<file path="src/rtl/scan_ascii_fifo.sv">
// Scan-code to ASCII translator feeding a first-word-fall-through character FIFO.
// One register stage captures each strobe; the lookup and write decision follow a cycle later.
module scan_ascii_fifo #(
  parameter int DEPTH  = 16,
  parameter int ADDR_W = 4
) (
  input  logic              clk,
  input  logic              reset,
  input  logic [7:0]        scan_code,
  input  logic              scan_code_ready,
  input  logic              letter_case,
  input  logic              rd_en,
  input  logic              clear_overflow,
  output logic [7:0]        rd_data,
  output logic              empty,
  output logic              full,
  output logic [ADDR_W:0]   count,
  output logic              overflow,
  output logic              unmapped_tick
);

  localparam logic [ADDR_W:0]   LP_DEPTH   = (ADDR_W + 1)'(DEPTH);
  localparam logic [ADDR_W:0]   LP_CNT_ONE = 1;
  localparam logic [ADDR_W-1:0] LP_PTR_ONE = 1;

  logic [7:0]        r_code_s1;
  logic              r_case_s1;
  logic              r_valid_s1;
  logic [ADDR_W-1:0] r_wr_ptr;
  logic [ADDR_W-1:0] r_rd_ptr;
  logic [ADDR_W:0]   r_count;
  logic              r_overflow;
  logic [7:0]        r_mem [DEPTH];

  logic [7:0]        w_base;
  logic              w_is_letter;
  logic              w_mapped;
  logic [7:0]        w_ascii;
  logic              w_wr;
  logic              w_rd;
  logic              w_ovf_set;

  // Stage 1: capture the strobed code and case flag.
  always_ff @(posedge clk or posedge reset) begin
    if (reset) begin
      r_code_s1  <= 8'h00;
      r_case_s1  <= 1'b0;
      r_valid_s1 <= 1'b0;
    end else begin
      r_valid_s1 <= scan_code_ready;
      if (scan_code_ready) begin
        r_code_s1 <= scan_code;
        r_case_s1 <= letter_case;
      end
    end
  end

  // Lookup yields lower-case base; 0x00 marks an unmapped code since no mapped value is zero.
  always_comb begin
    w_base = 8'h00;
    case (r_code_s1)
      8'h1C: w_base = 8'h61;
      8'h32: w_base = 8'h62;
      8'h21: w_base = 8'h63;
      8'h23: w_base = 8'h64;
      8'h24: w_base = 8'h65;
      8'h2B: w_base = 8'h66;
      8'h34: w_base = 8'h67;
      8'h33: w_base = 8'h68;
      8'h43: w_base = 8'h69;
      8'h3B: w_base = 8'h6A;
      8'h42: w_base = 8'h6B;
      8'h4B: w_base = 8'h6C;
      8'h3A: w_base = 8'h6D;
      8'h31: w_base = 8'h6E;
      8'h44: w_base = 8'h6F;
      8'h4D: w_base = 8'h70;
      8'h15: w_base = 8'h71;
      8'h2D: w_base = 8'h72;
      8'h1B: w_base = 8'h73;
      8'h2C: w_base = 8'h74;
      8'h3C: w_base = 8'h75;
      8'h2A: w_base = 8'h76;
      8'h1D: w_base = 8'h77;
      8'h22: w_base = 8'h78;
      8'h35: w_base = 8'h79;
      8'h1A: w_base = 8'h7A;
      8'h45: w_base = 8'h30;
      8'h16: w_base = 8'h31;
      8'h1E: w_base = 8'h32;
      8'h26: w_base = 8'h33;
      8'h25: w_base = 8'h34;
      8'h2E: w_base = 8'h35;
      8'h36: w_base = 8'h36;
      8'h3D: w_base = 8'h37;
      8'h3E: w_base = 8'h38;
      8'h46: w_base = 8'h39;
      8'h29: w_base = 8'h20;
      8'h5A: w_base = 8'h0D;
      8'h66: w_base = 8'h08;
      default: w_base = 8'h00;
    endcase
  end

  assign w_is_letter = (w_base >= 8'h61) && (w_base <= 8'h7A);
  assign w_mapped    = (w_base != 8'h00);
  assign w_ascii     = (w_is_letter && r_case_s1) ? (w_base - 8'h20) : w_base;

  // A read at full frees the slot the same cycle, so the write is still accepted.
  assign w_rd      = rd_en && (r_count != '0);
  assign w_wr      = r_valid_s1 && w_mapped && ((r_count != LP_DEPTH) || rd_en);
  assign w_ovf_set = r_valid_s1 && w_mapped && (r_count == LP_DEPTH) && !rd_en;

  always_ff @(posedge clk or posedge reset) begin
    if (reset) begin
      r_wr_ptr   <= '0;
      r_rd_ptr   <= '0;
      r_count    <= '0;
      r_overflow <= 1'b0;
    end else begin
      if (w_wr) r_wr_ptr <= r_wr_ptr + LP_PTR_ONE;
      if (w_rd) r_rd_ptr <= r_rd_ptr + LP_PTR_ONE;
      if (w_wr && !w_rd)      r_count <= r_count + LP_CNT_ONE;
      else if (w_rd && !w_wr) r_count <= r_count - LP_CNT_ONE;
      if (w_ovf_set)           r_overflow <= 1'b1;
      else if (clear_overflow) r_overflow <= 1'b0;
    end
  end

  always_ff @(posedge clk) begin
    if (w_wr) r_mem[r_wr_ptr] <= w_ascii;
  end

  assign rd_data       = r_mem[r_rd_ptr];
  assign count         = r_count;
  assign empty         = (r_count == '0);
  assign full          = (r_count == LP_DEPTH);
  assign overflow      = r_overflow;
  assign unmapped_tick = r_valid_s1 && !w_mapped;

endmodule

</file>
<file path="config.mk">
export PLATFORM = sky130hd
export DESIGN_NAME = scan_ascii_fifo
export DESIGN_NICKNAME = d
export VERILOG_FILES = /design/src/rtl/scan_ascii_fifo.sv
export SDC_FILE = /design/constraint.sdc
export NUM_CORES = 1
export LEC_CHECK = 0
export ABC_AREA = 0
export BUFFER_PORTS_ARGS = -buffer_cell sky130_fd_sc_hd__buf_2
export CORE_AREA = 2 2 159 83
export CTS_BUF_LIST = sky130_fd_sc_hd__clkbuf_8
export DETAILED_ROUTE_END_ITERATION = 10
export DIE_AREA = 0 0 161 85
export PLACE_DENSITY = 0.86
export SETUP_SLACK_MARGIN = 0.2
export SYNTH_ARGS = -nofsm -noshare
export SYNTH_HDL_FRONTEND = slang
export SYNTH_SLANG_ARGS = --single-unit
</file>
<file path="constraint.sdc">
create_clock -name clk -period 4.7 [get_ports clk]
set_input_delay 0 -clock clk [delete_from_list [all_inputs] [get_ports clk]]
set_output_delay 0 -clock clk [all_outputs]
set_load 0.02 [all_outputs]
</file>
==> results.md, run 1 <==
Status:
- The flow ran to the end, and the final reports show no timing, DRC or antenna violations.

Finish:
- The finished cells cover between 8000 and 9000 sq um.
- The footprint of the flip-flops and latches is about 4400 sq um.
- The total of fill cells in the finished design is ~870.
- 0 antenna diodes ended up in the layout.
- The post-route netlist has about a third of its cells at a drive strength greater than 1.
- The final net count is 540.
- The area taken by multi-input logic gates is around 2500 sq um.
- The final cell count without fillers is 691.
- The layout-stage area growth over the synthesis result is 14.6%.

Timing:
- The number of max-slew violations in the final report is 0.
- The final setup violation count is 0.
- The final worst-path cycle share is between 80 and 90%.
- After routing, the total negative slack on setup checks comes to 0 ns.
- The final hold violation count is 0.
- The maximum clock frequency is about 240 MHz.
- The post-route clock skew is 0.0117 ns.
- Counting I/O delays and the setup requirement, the final critical path takes 4.16 ns.
- Setup repair after global routing left no endpoint under its margin.
- In this run the tightest slew margin relative to its limit is ~29%.
- The transition time at the pin with the least slew margin is about 1.1 ns.

Setup path:
- The kind of capture point of the worst setup path is a flop.
- Data on the critical path arrives at its endpoint at about 4.5 ns.
- Of all nets on the critical path, the largest fanout is 33.
- The logic depth of the worst register-to-register path is 14.
- The category of the most critical setup path is flop to flop.
- The worst setup path is launched from a flop.
- The reg-to-reg critical path endpoint is count[4].
- By instance count, the cell type seen most on the critical path is sky130_fd_sc_hd__ha_1.
- The required time at the worst-slack endpoint is around 5 ns.
- The flop-to-flop setup slack is 0.54 ns.
- The critical register-to-register path startpoint is r_code_s1[2].
- The number of buffers and inverters on the critical path is 1.
- The delay of the slowest critical-path stage is 1.06 ns.
- For this design, the slowest cell found on the critical path is sky130_fd_sc_hd__dfrtp_1.
- The family of cells with the greatest summed delay on the critical path is compound AO/OA/AOI/OAI gates.
- The critical path goes through nor2b_1, a2111oi_1, nor3_1, a32o_2, nor4_4, a21oi_4, ha_1, inv_1, ha_1, a21o_1, a21oi_1, xnor2_1, nor2_1, xor2_1.

Floorplanning:
- The floorplan step defined a die boundary enclosing between 10,000 and 15,000 sq um.
- Measured along the x axis, the die boundary spans 161 um.
- The row count is 29.
- The total I/O pin count is 31.
- The y dimension of the die is 85 um.
- The placeable core region is roughly 12,000 sq um.
- The starting density of the core is about 58%.

Power and ir drop:
- The analysis attributes to cell leakage a power of approximately 2.9 nW.
- The clock group share of total power is between 20% and 30%.
- The internal cell power is 2.79 mW.
- Combinational cells account for between 30 and 40% of the total power.
- VDD sags by at most 0.324 mV.
- Net switching is between 30% and 40% of the power.
- The switching component of the power is ~1.5 mW.
- The power density over cell area is roughly 520 nW/um^2.
- Sequential cells burn between 40% and 50% of the power.

Drt:
- The final route contains approximately 4,300 vias.
- After the first detailed-routing iteration, the DRC count stood at 530.
- The number of DRC violations after detailed routing is 0.
- The detail route stage leaves a number of antenna-violating nets equal to 0.
- For this block, the routed nets add up to 16,100 um of wire.
- The detailed-router iteration count before antenna repair is 5.
- Dividing the detail-routed wire length by the instance count gives around 23 um.
- After detailed routing, the number of vias per cell comes to 6.24.

Clock tree:
- The clock latency at the later pin of the worst-skew pair is about 0.45 ns.
- After clock tree synthesis, the repair step resized 0 gates.
- After clock tree synthesis, the clock-pin slew on the worst setup and hold paths is ~0.090 ns.
- The root buffer selected by CTS is sky130_fd_sc_hd__clkbuf_8.
- The number of clock buffers added by TritonCTS is 17.
- The number of sinks driven by the clock tree is roughly 150.
- The longest clock path from root to sink contains 2 buffers.
- The H-tree was split into 4 levels.
- The TritonCTS clock tree is yes.

Synth:
- In this run, synthesis inferred 128 flip-flops with an integrated enable.
- The gate count after technology mapping is 435.
- Yosys attributes the largest share of cell area to sky130_fd_sc_hd__edfxtp_1 54%, sky130_fd_sc_hd__mux4_2 13%, sky130_fd_sc_hd__dfrtp_1 8.4%, sky130_fd_sc_hd__ha_1 3.0%, sky130_fd_sc_hd__nor3b_2 1.4%.
- The synthesized design contains approximately 150 register bits.
- The synthesized net count is around 470.
- The proportion of netlist area held by the largest area contributor is 54.0%.
- The average cell area after synthesis is roughly 16 sq um.
- The async set-or-reset flop fraction in the synthesized netlist is between 10% and 20%.
- The Yosys step of the flow raised 0 warnings.
- The share of the yosys chip area belonging to registers is between 60% and 70%.
- Summed over all instances, the cell type with the most area after synthesis is sky130_fd_sc_hd__edfxtp_1.
- The mapped netlist covers about 7000 sq um.
- Synthesis instantiated 74 different standard cells from the library.
- For this run, the leading register cell type out of synthesis is sky130_fd_sc_hd__edfxtp_1.

GRT:
- The initial antenna violation count was 0.
- The met2 demand-to-capacity share in global routing is 34.2%.
- The met1 track utilization from global routing is between 30% and 40%.
- The first global-routing pass estimated 25,100 um of wire.
- For this run the aggregate overflow at the end of global routing stands at 0.
- Global routing consumed, on the met3 layer, 8.60% of the routing resources.
- The number of global-route vias before repair came to around 4,200.
- The global routing's busiest layer is met1.
- The maximum number of pins on one net before global-route repair is 36.
- The aggregate global-route resource usage is roughly a quarter.

Min path:
- The worst min-delay path category is input pin to asynchronous set/reset pin.

Flow run:
- The tool flagged a number of max-cap violations equal to 0.

Placement:
- Port buffering added 30 buffers.
- The total placed instance area is 7530 sq um.
- Detailed placement finished with a half-perimeter wire length of about 11,000 um.
- The final weighted congestion in routability-driven placement is approximately 1.
- Once placement completed, the tool counted placed cells totaling approximately 640.
[sequential cells by signal, indices dropped and copies added, names as in the netlist]
name        flops
r_wr_ptr        4
count           5
overflow        1
r_valid_s1      1
r_rd_ptr        4
r_mem         128
r_case_s1       1
r_code_s1       8
[what timing repair did]
action / CTS / global route
buffers inserted: 0 / 0
hold buffers: 22 / 0
hold endpoints to repair: 37 / 0
[routing by layer]
| metal | up-vias | part of all wire [%] |
|---|---|---|
| met1 | 2192 | 45 |
| li1 | 1849 | - |
| met3 | 18 | 12 |
| met4 | 0 | 0.84 |
| met5 | - | 0 |
| met2 | 255 | 43 |
[worst min-delay path, stage by stage]
cell,delay (ns)
sky130_fd_sc_hd__dlygate4sd3_1,0.53
sky130_fd_sc_hd__buf_2,0.12
sky130_fd_sc_hd__inv_1,0.69
[through the flow]
stage	util (%)	worst slack (ns)	hold WS [ns]	power, mW
final	66.1	0.539	0.305	4.28
after CTS	66.1	0.594	0.292	4.28
after global routing	66.1	0.207	0.315	4.47
after global placement	61.1	0.757	0.203	3.21
after detailed placement	61.1	0.602	0.210	3.26
after floorplan	-	0.714	0.0146	2.86
[cells in the final DEF (no fill, tap or decap), types with 3 or more instances in the layout]
cell type / count
sky130_fd_sc_hd__nor3b_2: 8
sky130_fd_sc_hd__nor2_1: 21
sky130_fd_sc_hd__nor3_1: 6
sky130_fd_sc_hd__inv_6: 6
sky130_fd_sc_hd__nor2b_1: 6
sky130_fd_sc_hd__buf_2: 30
sky130_fd_sc_hd__mux4_2: 40
sky130_fd_sc_hd__a31oi_1: 6
sky130_fd_sc_hd__buf_4: 25
sky130_fd_sc_hd__o21ai_1: 3
sky130_fd_sc_hd__xnor2_1: 9
sky130_fd_sc_hd__o21ai_0: 14
sky130_fd_sc_hd__dlygate4sd3_1: 22
sky130_fd_sc_hd__nand3_1: 4
sky130_fd_sc_hd__inv_1: 13
sky130_fd_sc_hd__clkbuf_8: 17
sky130_fd_sc_hd__mux2_2: 8
sky130_fd_sc_hd__nand2_4: 4
sky130_fd_sc_hd__nand2b_1: 7
sky130_fd_sc_hd__nand2_1: 22
sky130_fd_sc_hd__edfxtp_1: 128
sky130_fd_sc_hd__ha_1: 17
sky130_fd_sc_hd__dfrtp_1: 22
sky130_fd_sc_hd__o211ai_1: 4
sky130_fd_sc_hd__a21oi_1: 13
[synthesized netlist by cell type, types with 2 or more instances]
| cell type | count |
|---|---|
| sky130_fd_sc_hd__buf_4 | 4 |
| sky130_fd_sc_hd__and3_1 | 2 |
| sky130_fd_sc_hd__buf_1 | 3 |
| sky130_fd_sc_hd__a2111oi_2 | 2 |
| sky130_fd_sc_hd__or2_2 | 2 |
| sky130_fd_sc_hd__nand2_1 | 22 |
| sky130_fd_sc_hd__dfrtp_1 | 24 |
| sky130_fd_sc_hd__nor2_1 | 21 |
| sky130_fd_sc_hd__mux4_2 | 40 |
| sky130_fd_sc_hd__o22ai_1 | 2 |
| sky130_fd_sc_hd__o211ai_1 | 4 |
| sky130_fd_sc_hd__ha_1 | 17 |
| sky130_fd_sc_hd__nor2b_1 | 6 |
| sky130_fd_sc_hd__xor2_1 | 2 |
| sky130_fd_sc_hd__a21o_1 | 2 |
| sky130_fd_sc_hd__nor3b_2 | 8 |
| sky130_fd_sc_hd__edfxtp_1 | 128 |
| sky130_fd_sc_hd__buf_6 | 2 |
| sky130_fd_sc_hd__nor3_1 | 6 |
| sky130_fd_sc_hd__nand3_1 | 4 |
| sky130_fd_sc_hd__xnor2_1 | 9 |
| sky130_fd_sc_hd__inv_1 | 13 |
| sky130_fd_sc_hd__a21oi_1 | 13 |
| sky130_fd_sc_hd__mux2_2 | 8 |
| sky130_fd_sc_hd__o21ai_0 | 14 |
| sky130_fd_sc_hd__nor2_2 | 2 |
| sky130_fd_sc_hd__nand2_4 | 4 |
| sky130_fd_sc_hd__nand2b_1 | 7 |
| sky130_fd_sc_hd__clkbuf_1 | 11 |
| sky130_fd_sc_hd__buf_2 | 2 |
| sky130_fd_sc_hd__a31oi_1 | 6 |
| sky130_fd_sc_hd__o21ai_1 | 3 |
[layout make-up]
class                      count  share of cell area, %
sequential                   152                   54.5
tap                          170                   2.61
timing repair buffer          77                   6.84
multi-input combinational    247                   30.5
clock buffer                  17                   2.87
clock inverter                15                   2.01
inverter                      13                  0.599
[power groups by stage]
stage / Clock [mW] / Sequential, mW / Combinational (mW)
2_1_floorplan: 0 / 1.75 / 1.12
3_3_place_gp: 0 / 1.93 / 1.28
3_5_place_dp: 0 / 1.95 / 1.31
4_1_cts: 1.03 / 1.92 / 1.34
5_1_grt: 1.08 / 1.95 / 1.44
6_report: 1.02 / 1.92 / 1.34
[kinds of logic (layout without fill, tap and decap cells)]
kind of cell	count (synthesis)	in the layout	share of synthesized area (%)
muxes	50	50	14.3
and+or+nand+nor	102	102	9.23
xor gates and xnor gates	11	11	1.35
DFF	152	152	62.4
buffers and inverters	36	122	2.58
adders and majority gates	18	18	3.27
AOI/OAI and AO/OA	66	66	6.84
[worst max path at each step]
stage	startpoint	endpoint	slack, ns	depth (start not counted)
after CTS	r_code_s1[2]	count[4]	0.59	14
after global placement	r_code_s1[2]	count[4]	0.76	14
after global routing	r_code_s1[2]	count[4]	0.21	14
final	r_code_s1[2]	count[4]	0.54	14
after floorplan	r_code_s1[1]	count[4]	0.71	16
after detailed placement	r_code_s1[2]	count[4]	0.60	14
Power figures use the tool's default switching activity.
==> inputs of run 2 (changes only) <==
==> constraint.sdc (replaced) <==
create_clock -name clk -period 4.17 [get_ports clk]
set_input_delay 0 -clock clk [delete_from_list [all_inputs] [get_ports clk]]
set_output_delay 0 -clock clk [all_outputs]
set_load 0.02 [all_outputs]
==> results.md, run 2 (synthesized netlist as in run 1, its figures left out) <==
Power and ir drop:
- The largest vdd supply drop was 0.262 mV (was 0.324 mV).
- The power density over cell area came to 585 nW/um^2 (was 525 nW/um^2).
- The switching component of the power is 1.68 mW (was 1.49 mW).
- The combinational fraction of design power is 33.9% (was 31.3%).
- The portion of total power attributed to sequential cells is 43.8% (was 44.8%).
- The switching share of power was 35.1% (was 34.8%).
- The clock group share of total power came to 22.3% (was 23.9%).
- The leakage dissipation was 2.89 nW (was 2.91 nW).
- The internal cell power came to 3.10 mW (was 2.79 mW).

GRT:
- The initial antenna violation count is 1 (was 0).
- The maximum number of pins on one net before global-route repair came to 36 (unchanged).
- The met1 track utilization from global routing is 38.7% (was 39.9%).
- The global routing met3 resource utilization is 7.72% (was 8.60%).
- The global-route wire length before repair is 25,000 um (was 25,100 um).
- The aggregate global-route resource usage was 25.4% (was 25.5%).
- The global routing's busiest layer is met1 (unchanged).
- The met2 demand-to-capacity share in global routing was 35.4% (was 34.2%).
- The number of global-route vias before repair came to 4,281 (was 4,214).
- The total global routing overflow was 0 (unchanged).

Finish:
- The core utilization of the finished layout is 66.2% (was 66.1%).
- The number of flip-flops under the largest register name is 128 (unchanged).
- The final net count is 541 (was 540).
- The total of fill cells in the finished design came to 848 (was 866).
- Commonest cells after routing, fill and taps aside: 128 x sky130_fd_sc_hd__edfxtp_1, 40 x sky130_fd_sc_hd__mux4_2, 30 x sky130_fd_sc_hd__buf_2, 26 x sky130_fd_sc_hd__buf_4 (was 128 x sky130_fd_sc_hd__edfxtp_1, 40 x sky130_fd_sc_hd__mux4_2, 30 x sky130_fd_sc_hd__buf_2, 25 x sky130_fd_sc_hd__buf_4).
- The layout cell share with drive strength beyond 1 is 34.1% (was 33.2%).
- The layout-stage area growth over the synthesis result is 14.7% (was 14.6%).
- The number of antenna repair diodes is 0 (unchanged).
- The register with the most flip-flops is r_mem (unchanged).
- The most frequent standard cell in the layout excluding fill and tap cells is sky130_fd_sc_hd__edfxtp_1 (unchanged).
- The area of all placed cells without fillers is 8170 sq um (was 8150 sq um).

Min path:
- The worst min-delay path category is input pin to flop (was input pin to asynchronous set/reset pin).

Drt:
- The detailed-route via count came to 4,371 (was 4,314).
- The number of antenna-violating nets in the routed design came to 0 (unchanged).
- The final wirelength came to 16,400 um (was 16,100 um).
- The number of DRC violations after detailed routing was 0 (unchanged).
- The ratio of routed vias to standard cells is 6.32 (was 6.24).
- The count of routing violations after the opening detailed-route iteration came to 507 (was 530).
- The detailed-router iteration count before antenna repair came to 8 (was 5).
- The routed wirelength normalized by instance count is 23.7 um (was 23.3 um).

Floorplanning:
- The total I/O pin count is 31 (unchanged).
- The starting density of the core is 57.7% (unchanged).
- The die outline width is 161 um (unchanged).
- The placeable core region is 12,300 sq um (unchanged).
- The y dimension of the die is 85 um (unchanged).
- The die area was 13,700 sq um (unchanged).
- The row count was 29 (unchanged).

Setup path:
- The category of the most critical setup path is flop to flop (unchanged).
- The kind of capture point of the worst setup path is a flop (unchanged).
- The required time at the worst-slack endpoint was 4.23 ns (was 5.04 ns).
- The maximum fanout along the worst path is 10 (was 33).
- The category of the worst setup path launch point is a flop (unchanged).
- The arrival time of data at the critical path endpoint came to 3.84 ns (was 4.50 ns).

Timing:
- Unrepaired setup endpoints after global routing: no (unchanged).
- The final setup violation count is 0 (unchanged).
- The worst-case setup margin in the final layout is 0.396 ns (was 0.539 ns).
- The number of max-slew violations in the final report is 0 (unchanged).
- The final setup TNS came to 0 ns (unchanged).
- The final worst-path cycle share is 90.5% (was 88.5%).
- The transition time at the pin with the least slew margin is 1.04 ns (was 1.07 ns).
- The final hold violation count is 0 (unchanged).
- The tightest slew margin relative to the limit came to 30.4% (was 29.0%).
- The clock period minus worst slack is 3.77 ns (was 4.16 ns).
- The post-route clock skew came to 0.0156 ns (was 0.0117 ns).
- The maximum clock frequency is 265 MHz (was 240 MHz).

Placement:
- The number of I/O port buffers is 30 (unchanged).
- The total placed instance area is 7480 sq um (was 7530 sq um).
- The pre-CTS setup slack is 0.172 ns (was 0.602 ns).
- The final weighted congestion in routability-driven placement was 1.08 (was 0.989).
- The post-DP HPWL is 11,000 um (was 10,800 um).

Clock tree:
- The root buffer selected by CTS is sky130_fd_sc_hd__clkbuf_8 (unchanged).
- The TritonCTS buffer count is 17 (unchanged).
- The number of H-tree levels is 4 (unchanged).
- The clock slew at the register clock pins of the worst setup and hold paths was 0.09 ns (about the same).
- The TritonCTS clock tree is yes (unchanged).
- The clock latency at the later pin of the worst-skew pair is 0.44 ns (was 0.45 ns).
- The maximum clock path buffer count is 2 (unchanged).
- The number of sinks driven by the clock tree came to 152 (unchanged).

Status:
- Status: completed (unchanged).

Flow run:
- The max capacitance violation total is 0 (unchanged).
==> run 2: layout make-up <==
cell class / count / area, sq um / share of cell area, %
flip-flops and latches: 152 / 4450 / 54.5
repair buffers: 78 / 566 / 6.93
well taps: 170 / 213 / 2.60
multi-input cells: 247 / 2510 / 30.8
inverters: 13 / 52.6 / 0.644
clock buffers: 17 / 234 / 2.87
clock inverters: 15 / 138 / 1.69
==> run 2: critical path: stages, from the launching register on <==
cell and delay, ns:
sky130_fd_sc_hd__dfrtp_2 0.50, sky130_fd_sc_hd__inv_1 0.17, sky130_fd_sc_hd__ha_1 0.29, sky130_fd_sc_hd__nand2_1 0.19, sky130_fd_sc_hd__a31oi_1 0.46, sky130_fd_sc_hd__a22o_2 0.34
sky130_fd_sc_hd__nor3_4 0.08, sky130_fd_sc_hd__a21oi_4 0.18, sky130_fd_sc_hd__buf_4 0.25, sky130_fd_sc_hd__nand2_4 0.09, sky130_fd_sc_hd__nor3b_2 0.82
==> run 2: power by group through the flow <==
stage,clock network [mW],registers [mW],logic (mW)
2_1_floorplan,0,1.97,1.26
3_3_place_gp,0,2.10,1.51
3_5_place_dp,0,2.12,1.56
4_1_cts,1.08,2.09,1.59
5_1_grt,1.13,2.12,1.73
6_report,1.07,2.09,1.62
==> run 2: final timing paths <==
| check | depth (start not counted) | slack (ns) | end | start |
|---|---|---|---|---|
| max | 10 | 0.40 | r_mem[5][4] | r_code_s1[1] |
| min | 3 | 0.32 | r_code_s1[7] | scan_code[7] |
| max reg2reg | 10 | 0.40 | r_mem[5][4] | r_code_s1[1] |
| min reg2reg | 1 | 0.57 | count[4] | count[4] |
| min in group asynchronous | 3 | 0.35 | r_rd_ptr[2] | reset |
| max in group asynchronous | 3 | 3.12 | r_rd_ptr[0] | reset |
==> run 2: timing repair <==
| item | CTS | global route |
|---|---|---|
| endpoints found under the hold margin | 36 | 0 |
| pin swaps | 0 | 1 |
| gates resized for setup | 1 | 6 |
| hold buffers | 22 | 0 |
| endpoints found under the setup margin | 15 | 94 |
| buffers inserted | 0 | 9 |
==> run 2: metrics by stage <==
stage	cells	hold slack [ns]	power (mW)
2_1_floorplan	435	0.0146	3.23
4_1_cts	683	0.283	4.76
3_3_place_gp	629	0.200	3.61
6_report	692	0.317	4.77
3_5_place_dp	629	0.201	3.68
5_1_grt	692	0.319	4.98
==> run 2: metal layers <==
metal	share of wire, %	wire length (um)	up-vias
met1	44	7230	2198
li1	-	-	1859
met4	1.6	267	0
met3	12	1950	26
met2	42	6960	288
met5	0	0	-
